$ cat src/rtl/wb_port_arbiter_pkg.sv
`default_nettype none
// ============================================================================
// Module   : wb_port_arbiter_pkg
// Purpose  : Shared pipeline types and widths for the register-file write
//            port arbiter, its result FIFO and the writeback stage.
// Contents : REG_W/DATA_W widths, wb_req_t writeback request, grant_e
//            arbitration outcome, rd_match lookup helper.
// Revision : 1.0 - initial release
// ============================================================================
package wb_port_arbiter_pkg;

    localparam int REG_W  = 5;
    localparam int DATA_W = 32;

    // Writeback request as produced by the WB stage.
    typedef struct packed {
        logic              we;
        logic [REG_W-1:0]  rd;
        logic [DATA_W-1:0] data;
    } wb_req_t;

    // Owner of the register-file write port in the current cycle.
    typedef enum logic [1:0] {
        GNT_NONE = 2'd0,
        GNT_PIPE = 2'd1,
        GNT_FIFO = 2'd2
    } grant_e;

    // Register 0 is hardwired, so a zero query never creates a hazard.
    function automatic logic rd_match(input logic [REG_W-1:0] q,
                                      input logic [REG_W-1:0] rd);
        return (q != '0) && (q == rd);
    endfunction

endpackage
`default_nettype wire

$ cat src/rtl/wb_port_arbiter_if.sv
`default_nettype none
// ============================================================================
// Module   : wb_port_arbiter_if
// Purpose  : Bundles the writeback, multi-cycle, register-file and decode
//            lookup signals of the write-port arbiter.
// Modports : master - environment side (drives requests/queries)
//            slave  - arbiter side (drives grants, rf write, mc_ready, q_hit)
// Revision : 1.0 - initial release
// ============================================================================
interface wb_port_arbiter_if;
    import wb_port_arbiter_pkg::*;

    logic              pipe_we;
    logic [REG_W-1:0]  pipe_rd;
    logic [DATA_W-1:0] pipe_data;
    logic              mc_valid;
    logic [REG_W-1:0]  mc_rd;
    logic [DATA_W-1:0] mc_data;
    logic              mc_ready;
    logic              pipe_stall;
    logic              rf_we;
    logic [REG_W-1:0]  rf_wa;
    logic [DATA_W-1:0] rf_wd;
    logic [REG_W-1:0]  q_rs;
    logic [REG_W-1:0]  q_rt;
    logic              q_hit;

    modport master (
        output pipe_we, pipe_rd, pipe_data,
        output mc_valid, mc_rd, mc_data,
        output q_rs, q_rt,
        input  mc_ready, pipe_stall,
        input  rf_we, rf_wa, rf_wd,
        input  q_hit
    );

    modport slave (
        input  pipe_we, pipe_rd, pipe_data,
        input  mc_valid, mc_rd, mc_data,
        input  q_rs, q_rt,
        output mc_ready, pipe_stall,
        output rf_we, rf_wa, rf_wd,
        output q_hit
    );

endinterface
`default_nettype wire

$ cat src/rtl/wb_port_arbiter_fifo.sv
`default_nettype none
// ============================================================================
// Module   : wb_result_fifo
// Purpose  : Small in-order queue of multi-cycle results awaiting the
//            register-file write port. Each entry carries a valid bit that a
//            younger pipeline write to the same rd can clear (WAW squash).
// Ports    : clk, rst_n          - clock, async active-low reset
//            i_push_*            - enqueue (caller guarantees !o_full)
//            i_pop_en            - drop head (caller guarantees !o_empty)
//            i_squash_en/_rd     - clear valid of every entry with this rd
//            i_q_rs/i_q_rt       - lookup addresses, o_q_hit result
//            o_full/o_empty      - occupancy (squashed slots still occupy)
//            o_head_*            - head entry fields
// Revision : 1.0 - initial release
// ============================================================================
module wb_result_fifo
    import wb_port_arbiter_pkg::*;
#(
    parameter int DEPTH = 2
) (
    input  wire logic              clk,
    input  wire logic              rst_n,
    input  wire logic              i_push_en,
    input  wire logic [REG_W-1:0]  i_push_rd,
    input  wire logic [DATA_W-1:0] i_push_data,
    input  wire logic              i_pop_en,
    input  wire logic              i_squash_en,
    input  wire logic [REG_W-1:0]  i_squash_rd,
    input  wire logic [REG_W-1:0]  i_q_rs,
    input  wire logic [REG_W-1:0]  i_q_rt,
    output logic                   o_full,
    output logic                   o_empty,
    output logic                   o_head_valid,
    output logic [REG_W-1:0]       o_head_rd,
    output logic [DATA_W-1:0]      o_head_data,
    output logic                   o_q_hit
);

    localparam int PTR_W = $clog2(DEPTH);
    localparam int CNT_W = PTR_W + 1;

    localparam logic [CNT_W-1:0] C_FULL_CNT = CNT_W'(DEPTH);
    localparam logic [CNT_W-1:0] C_CNT_ONE  = CNT_W'(1);
    localparam logic [PTR_W-1:0] C_PTR_ONE  = PTR_W'(1);

    logic [REG_W-1:0]  r_rd   [DEPTH];
    logic [DATA_W-1:0] r_data [DEPTH];
    logic [DEPTH-1:0]  r_valid;
    logic [PTR_W-1:0]  r_wr_ptr;
    logic [PTR_W-1:0]  r_rd_ptr;
    logic [CNT_W-1:0]  r_count;
    logic [DEPTH-1:0]  w_hit_vec;
    logic              w_push_live;

    assign o_full       = (r_count == C_FULL_CNT);
    assign o_empty      = (r_count == '0);
    assign o_head_valid = r_valid[r_rd_ptr];
    assign o_head_rd    = r_rd[r_rd_ptr];
    assign o_head_data  = r_data[r_rd_ptr];

    // A pipeline write to the same rd on the enqueue edge is younger in
    // program order, so the arriving result is born already squashed.
    assign w_push_live = !(i_squash_en && (i_squash_rd == i_push_rd));

    // Payload storage needs no reset: the valid bits and count gate all use.
    always_ff @(posedge clk) begin
        if (i_push_en) begin
            r_rd[r_wr_ptr]   <= i_push_rd;
            r_data[r_wr_ptr] <= i_push_data;
        end
    end

    always_ff @(posedge clk or negedge rst_n) begin
        if (!rst_n) begin
            r_valid  <= '0;
            r_wr_ptr <= '0;
            r_rd_ptr <= '0;
            r_count  <= '0;
        end else begin
            // Later assignments win: squash, then pop, then the new entry.
            for (int i = 0; i < DEPTH; i++) begin
                if (i_squash_en && (r_rd[i] == i_squash_rd)) begin
                    r_valid[i] <= 1'b0;
                end
            end
            // Clearing on pop keeps "valid" meaning "valid and occupied",
            // which lets the lookup ignore the pointers entirely.
            if (i_pop_en) begin
                r_valid[r_rd_ptr] <= 1'b0;
                r_rd_ptr          <= r_rd_ptr + C_PTR_ONE;
            end
            if (i_push_en) begin
                r_valid[r_wr_ptr] <= w_push_live;
                r_wr_ptr          <= r_wr_ptr + C_PTR_ONE;
            end
            unique case ({i_push_en, i_pop_en})
                2'b10:   r_count <= r_count + C_CNT_ONE;
                2'b01:   r_count <= r_count - C_CNT_ONE;
                default: r_count <= r_count;
            endcase
        end
    end

    for (genvar gi = 0; gi < DEPTH; gi++) begin : g_lookup
        assign w_hit_vec[gi] = r_valid[gi] &&
                               (rd_match(i_q_rs, r_rd[gi]) || rd_match(i_q_rt, r_rd[gi]));
    end

    assign o_q_hit = |w_hit_vec;

endmodule
`default_nettype wire

$ cat src/rtl/wb_port_arbiter.sv
`default_nettype none
// ============================================================================
// Module   : wb_port_arbiter
// Purpose  : Shares the single register-file write port between the
//            writeback stage (priority) and queued multi-cycle results.
//            After STARVE_MAX consecutive pipeline wins over a live FIFO
//            head, one FIFO drain is forced and the pipeline is stalled.
// Ports    : clk   - clock
//            rst_n - asynchronous active-low reset
//            bus   - wb_port_arbiter_if.slave:
//                    pipe_we/rd/data  writeback request, pipe_stall back
//                    mc_valid/rd/data multi-cycle result, mc_ready back
//                    rf_we/wa/wd      register-file write port
//                    q_rs/q_rt        decode query, q_hit pending match
// Revision : 1.0 - initial release
// ============================================================================
module wb_port_arbiter
    import wb_port_arbiter_pkg::*;
#(
    parameter int DEPTH      = 2,
    parameter int STARVE_MAX = 4
) (
    input  wire logic           clk,
    input  wire logic           rst_n,
    wb_port_arbiter_if.slave    bus
);

    localparam int STARVE_W = $clog2(STARVE_MAX + 1);

    localparam logic [STARVE_W-1:0] C_STARVE_MAX = STARVE_W'(STARVE_MAX);
    localparam logic [STARVE_W-1:0] C_STARVE_ONE = STARVE_W'(1);

    wb_req_t             w_pipe;
    logic                w_preq;
    logic                w_head_ok;
    logic                w_force;
    grant_e              w_grant;

    logic                w_fifo_full;
    logic                w_fifo_empty;
    logic                w_head_valid;
    logic [REG_W-1:0]    w_head_rd;
    logic [DATA_W-1:0]   w_head_data;
    logic                w_fifo_hit;
    logic                w_push_en;
    logic                w_pop_en;

    logic                w_rf_we;
    logic [REG_W-1:0]    w_rf_wa;
    logic [DATA_W-1:0]   w_rf_wd;

    logic [STARVE_W-1:0] r_starve_cnt;

    assign w_pipe = '{we: bus.pipe_we, rd: bus.pipe_rd, data: bus.pipe_data};

    // A write to r0 is absorbed here and never competes for the port.
    assign w_preq    = w_pipe.we && (w_pipe.rd != '0);
    assign w_head_ok = !w_fifo_empty && w_head_valid;
    assign w_force   = w_head_ok && (r_starve_cnt == C_STARVE_MAX);

    always_comb begin
        w_grant = GNT_NONE;
        if (w_force) begin
            w_grant = GNT_FIFO;
        end else if (w_preq) begin
            w_grant = GNT_PIPE;
        end else if (w_head_ok) begin
            w_grant = GNT_FIFO;
        end
    end

    // Results to r0 carry no architectural effect and are dropped at entry.
    assign w_push_en = bus.mc_valid && !w_fifo_full && (bus.mc_rd != '0);

    // A squashed head leaves without a port cycle, so drains stay dense.
    assign w_pop_en  = (w_grant == GNT_FIFO) || (!w_fifo_empty && !w_head_valid);

    wb_result_fifo #(
        .DEPTH (DEPTH)
    ) u_fifo (
        .clk          (clk),
        .rst_n        (rst_n),
        .i_push_en    (w_push_en),
        .i_push_rd    (bus.mc_rd),
        .i_push_data  (bus.mc_data),
        .i_pop_en     (w_pop_en),
        .i_squash_en  (w_grant == GNT_PIPE),
        .i_squash_rd  (w_pipe.rd),
        .i_q_rs       (bus.q_rs),
        .i_q_rt       (bus.q_rt),
        .o_full       (w_fifo_full),
        .o_empty      (w_fifo_empty),
        .o_head_valid (w_head_valid),
        .o_head_rd    (w_head_rd),
        .o_head_data  (w_head_data),
        .o_q_hit      (w_fifo_hit)
    );

    // Outputs are gated by rst_n so they drop the instant reset asserts,
    // even while the writeback stage is still presenting a request.
    always_comb begin
        w_rf_we = 1'b0;
        w_rf_wa = '0;
        w_rf_wd = '0;
        if (rst_n) begin
            unique case (w_grant)
                GNT_PIPE: begin
                    w_rf_we = 1'b1;
                    w_rf_wa = w_pipe.rd;
                    w_rf_wd = w_pipe.data;
                end
                GNT_FIFO: begin
                    w_rf_we = 1'b1;
                    w_rf_wa = w_head_rd;
                    w_rf_wd = w_head_data;
                end
                default: begin
                    w_rf_we = 1'b0;
                end
            endcase
        end
    end

    assign bus.rf_we      = w_rf_we;
    assign bus.rf_wa      = w_rf_wa;
    assign bus.rf_wd      = w_rf_wd;
    assign bus.pipe_stall = rst_n && w_force && w_preq;
    assign bus.mc_ready   = rst_n && !w_fifo_full;
    assign bus.q_hit      = rst_n && w_fifo_hit;

    // Counts pipeline wins that bypassed a live head; a squashed head
    // neither advances nor clears it, since it pops without the port.
    always_ff @(posedge clk or negedge rst_n) begin
        if (!rst_n) begin
            r_starve_cnt <= '0;
        end else if ((w_grant == GNT_FIFO) || w_fifo_empty) begin
            r_starve_cnt <= '0;
        end else if ((w_grant == GNT_PIPE) && w_head_ok &&
                     (r_starve_cnt != C_STARVE_MAX)) begin
            r_starve_cnt <= r_starve_cnt + C_STARVE_ONE;
        end
    end

endmodule
`default_nettype wire

$ cat src/flat_wrapper.sv
// flat-port wrapper written by rule: the top's interface ports become plain ports
module wb_port_arbiter_flat import wb_port_arbiter_pkg::*;
#(
    parameter int DEPTH      = 2,
    parameter int STARVE_MAX = 4
)
  (clk, rst_n, bus_pipe_we, bus_pipe_rd, bus_pipe_data, bus_mc_valid, bus_mc_rd, bus_mc_data, bus_q_rs, bus_q_rt, bus_mc_ready, bus_pipe_stall, bus_rf_we, bus_rf_wa, bus_rf_wd, bus_q_hit);
  wb_port_arbiter_if bus_i ();
  input  wire logic clk;
  input  wire logic rst_n;
  input wire logic [$bits(bus_i.pipe_we)-1:0] bus_pipe_we;
  input wire logic [$bits(bus_i.pipe_rd)-1:0] bus_pipe_rd;
  input wire logic [$bits(bus_i.pipe_data)-1:0] bus_pipe_data;
  input wire logic [$bits(bus_i.mc_valid)-1:0] bus_mc_valid;
  input wire logic [$bits(bus_i.mc_rd)-1:0] bus_mc_rd;
  input wire logic [$bits(bus_i.mc_data)-1:0] bus_mc_data;
  input wire logic [$bits(bus_i.q_rs)-1:0] bus_q_rs;
  input wire logic [$bits(bus_i.q_rt)-1:0] bus_q_rt;
  output wire logic [$bits(bus_i.mc_ready)-1:0] bus_mc_ready;
  output wire logic [$bits(bus_i.pipe_stall)-1:0] bus_pipe_stall;
  output wire logic [$bits(bus_i.rf_we)-1:0] bus_rf_we;
  output wire logic [$bits(bus_i.rf_wa)-1:0] bus_rf_wa;
  output wire logic [$bits(bus_i.rf_wd)-1:0] bus_rf_wd;
  output wire logic [$bits(bus_i.q_hit)-1:0] bus_q_hit;
  assign bus_i.pipe_we = bus_pipe_we;
  assign bus_i.pipe_rd = bus_pipe_rd;
  assign bus_i.pipe_data = bus_pipe_data;
  assign bus_i.mc_valid = bus_mc_valid;
  assign bus_i.mc_rd = bus_mc_rd;
  assign bus_i.mc_data = bus_mc_data;
  assign bus_i.q_rs = bus_q_rs;
  assign bus_i.q_rt = bus_q_rt;
  assign bus_mc_ready = bus_i.mc_ready;
  assign bus_pipe_stall = bus_i.pipe_stall;
  assign bus_rf_we = bus_i.rf_we;
  assign bus_rf_wa = bus_i.rf_wa;
  assign bus_rf_wd = bus_i.rf_wd;
  assign bus_q_hit = bus_i.q_hit;
  wb_port_arbiter #(.DEPTH(DEPTH), .STARVE_MAX(STARVE_MAX)) u_core (.clk(clk), .rst_n(rst_n), .bus(bus_i));
endmodule
$ cat config.mk
export PLATFORM = sky130hd
export DESIGN_NAME = wb_port_arbiter_flat
export DESIGN_NICKNAME = d
export VERILOG_FILES = /design/src/rtl/wb_port_arbiter_pkg.sv /design/src/rtl/wb_port_arbiter_if.sv /design/src/rtl/wb_port_arbiter_fifo.sv /design/src/rtl/wb_port_arbiter.sv /design/src/flat_wrapper.sv
export SDC_FILE = /design/constraint.sdc
export NUM_CORES = 1
export LEC_CHECK = 0
export BUFFER_PORTS_ARGS = -buffer_cell sky130_fd_sc_hd__buf_2
export CAP_MARGIN = 0
export CORE_MARGIN = 2
export CORE_UTILIZATION = 51
export DETAILED_ROUTE_END_ITERATION = 8
export PLACE_DENSITY = 0.8
export SLEW_MARGIN = 5
export SYNTH_ARGS = -nofsm -noshare
export SYNTH_HDL_FRONTEND = slang
export SYNTH_SLANG_ARGS = --single-unit
$ cat constraint.sdc
create_clock -name clk -period 3.3 [get_ports clk]
set_input_delay 0.66 -clock clk [delete_from_list [all_inputs] [get_ports clk]]
set_output_delay 0.66 -clock clk [all_outputs]
set_load 0.01 [all_outputs]
==> flow_summary.toml <==
[setup_path]
cp-start-kind = "input pin"
crit_fanout = 7
end_kind = "output port"
rr_startpoint = "u_core.u_fifo.r_rd_ptr"
crit_required_ns = 2.64
critPathLaunch = "bus_pipe_rd[2]"
r2r_slack_ns = 0.63
critPathKind = "input pin to output port"
r2r_end = "u_core.u_fifo.r_valid[1]"
cp.arrival_ns = 2.59
ff2ff_path_depth = 12
critPathCapture = "bus_rf_wd[14]"

[logic_synthesis]
synth_area_sq_um = 4165
yosysSeqAreaShare = 0.5876
yosys_warnings = 0
synthCells = 357
ys_seq_elements = 83
ys_types = 36
synth_nets = 450
synth_area_per_cell_sq_um = 11.67

[route]
firstDrtPassIters = 4
vias = 3319
wire_per_inst_microns = 18.16
viasPerCell = 5.486
ant_nets = 0
drt_wl_total_mm = 10.99
drc_errors = 0
first_iter_violations = 215

[timing]
finalCritPeriodShare = 0.9841
fin_worst_skew_ns = 0.006863
finalMaxSlewViolations = 0
fin_crit_ns = 3.248
rsz0062_at_grt = "true"
slew_headroom = 0.5546
finalSetupViolations = 0
hold_viol_final = 0
tightestPinTransition_ns = 0.6680
timing.setup.tns_ns = 0
max_freq_ghz = 0.3079

[grt]
grtUsageMet1 = 0.2779
use_met3 = 0.04230
overflow = 0
grt_util_all_layers = 0.2232
antenna_found_initial = 0
met2_usage = 0.3750
top_usage_layer = "met2"
grt_pass1_vias = 3182
grt_max_degree = 41
grt_pass1_wl_mm = 15.08

[die]
num_rows = 32
pin_count = 129
start_util = 0.5335
die_y_microns = 94.37
die_x_microns = 94.37
dieArea_sq_um = 8906
coreArea_sq_um = 7807

[power_and_ir_drop]
p_leak_nw = 2.358
finalPower_mw = 4.062
power_density_nw_per_um2 = 715.9
vdd_drop_max_mv = 0.3450

[finish]
final_cell_mix = "116 x buf_2, 74 x edfxtp_1, 54 x nor2_1"
drive_above_1_share = 0.4414
diodes = 0
fin_util = 0.7268
layout.nets = 592
multiInputGateArea_sq_um = 1866
final_cells = 605
n_fill_cell = 539
fin_area_sq_um = 5674
seq_area_sq_um = 2449
layout_commonest_cell = "buf_2"
syn_to_final_growth_pct = 36.23

[place]
dpl.hpwl_mm = 6.722
numPortBuffers = 128
place_congestion = 0.8486
place_area_sq_um = 5017
dp_cells = 584

[clock_network]
clock_latency_ns = 0.34
tritoncts = "yes"
clock-sinks = 83
cts_buffer_depth = 2
h-tree-depth = 3
path_clk_slew_ns = 0.08
numCtsBuffers = 9
cts_root_buffer = "clkbuf_8"

[job]
max_cap_violations = 0

[hold_path]
hp-class = "input pin to async pin"

[status]
status = "finished, final reports clean"
[metrics by stage]
step                      worst slack [ns]  hold WS (ns)
after CTS                        0.0008622        0.1935
after floorplan                    0.04637        0.3644
after global placement             0.05625        0.4853
final                              0.05249        0.2008
after global routing              -0.06875        0.1998
after detailed placement          -0.01068        0.4996
[cells in the mapped netlist, drive strengths merged]
library cell  count  area [sq um]
ha                5         62.56
a21o              1         7.510
a222oi            2         20.02
nand2b            2         12.51
mux2i            40         400.4
buf               7         32.53
edfxtp           74          2222
dfrtp             9         225.2
nor4              7         43.79
nor2             82         320.3
nand2             5         18.77
a31oi             2         12.51
and3              2         17.52
mux2              1         15.01
a221o             1         10.01
xnor2            15         131.4
nand3             3         15.01
xor2             21         183.9
o21ai             5         28.78
o22ai             3         18.77
inv              11         41.29
nand4             1         6.260
or4               4         33.78
nor3              3         15.01
and2              2         12.51
clkbuf           10         37.54
a21oi            37         185.2
nor2b             1         13.76
o211ai            1         21.27
[how the worst min path moves through the flow]
stage	slack (ns)	to	depth (start not counted)
final	0.20	u_core.u_fifo.r_count[1]	1
after global routing	0.20	u_core.r_starve_cnt[2]	1
after CTS	0.19	u_core.u_fifo.r_valid[0]	1
after detailed placement	0.50	u_core.u_fifo.r_count[1]	1
after global placement	0.49	u_core.u_fifo.r_count[1]	1
after floorplan	0.36	u_core.r_starve_cnt[0]	0
[power by group]
group	internal, mW	switching [mW]
Combinational	0.790	1.00
Clock	0.341	0.359
Sequential	1.44	0.133
Total	2.57	1.49
[final cells by class]
| class | instances | area share |
|---|---|---|
| clock buffer | 9 | 0.02183 |
| multi-input combinational | 246 | 0.3288 |
| tap | 102 | 0.02249 |
| clock inverter | 6 | 0.009923 |
| sequential | 83 | 0.4315 |
| timing repair buffer | 148 | 0.1768 |
| inverter | 11 | 0.008600 |
[state kept, by name, indices dropped and copies added (netlist names)]
register / count
u_core.u_fifo.r_rd_ptr: 1
u_core.u_fifo.r_valid: 2
u_core.u_fifo.r_count: 2
u_core.u_fifo.r_data: 64
u_core.u_fifo.r_wr_ptr: 1
u_core.r_starve_cnt: 3
u_core.u_fifo.r_rd: 10
[repair_timing]
| action | in CTS | in global routing |
|---|---|---|
| gates cloned | 0 | 4 |
| endpoints found under the hold margin | 0 | 0 |
| gates resized for setup | 6 | 86 |
| endpoints found under the setup margin | 35 | 36 |
| hold buffers | 0 | 0 |
| setup buffers | 0 | 2 |
| pin swaps | 0 | 10 |
[worst max-delay path, stage by stage]
cell	delay, ns
buf_6	0.10
or4_4	0.54
o21ai_4	0.19
nor2_4	0.06
inv_2	0.07
nand2_2	0.07
ha_4	0.23
nand2b_4	0.20
buf_12	0.18
nor2_1	0.13
buf_2	0.16
[per-layer routing]
layer	vias to the layer above	part of all wire
met5	-	0
met4	0	0.030
met3	29	0.061
met2	154	0.51
met1	1579	0.40
li1	1557	-
[cells by family after synthesis]
kind of cell,after synthesis,share of synthesized area
simple gates,112,0.1223
flops,83,0.5876
buf+inv,28,0.02674
compound gates,52,0.07300
fa+ha+maj,5,0.01502
mux,41,0.09973
xor+xnor,36,0.07570
Note: power is estimated with default switching activity, not from simulation.
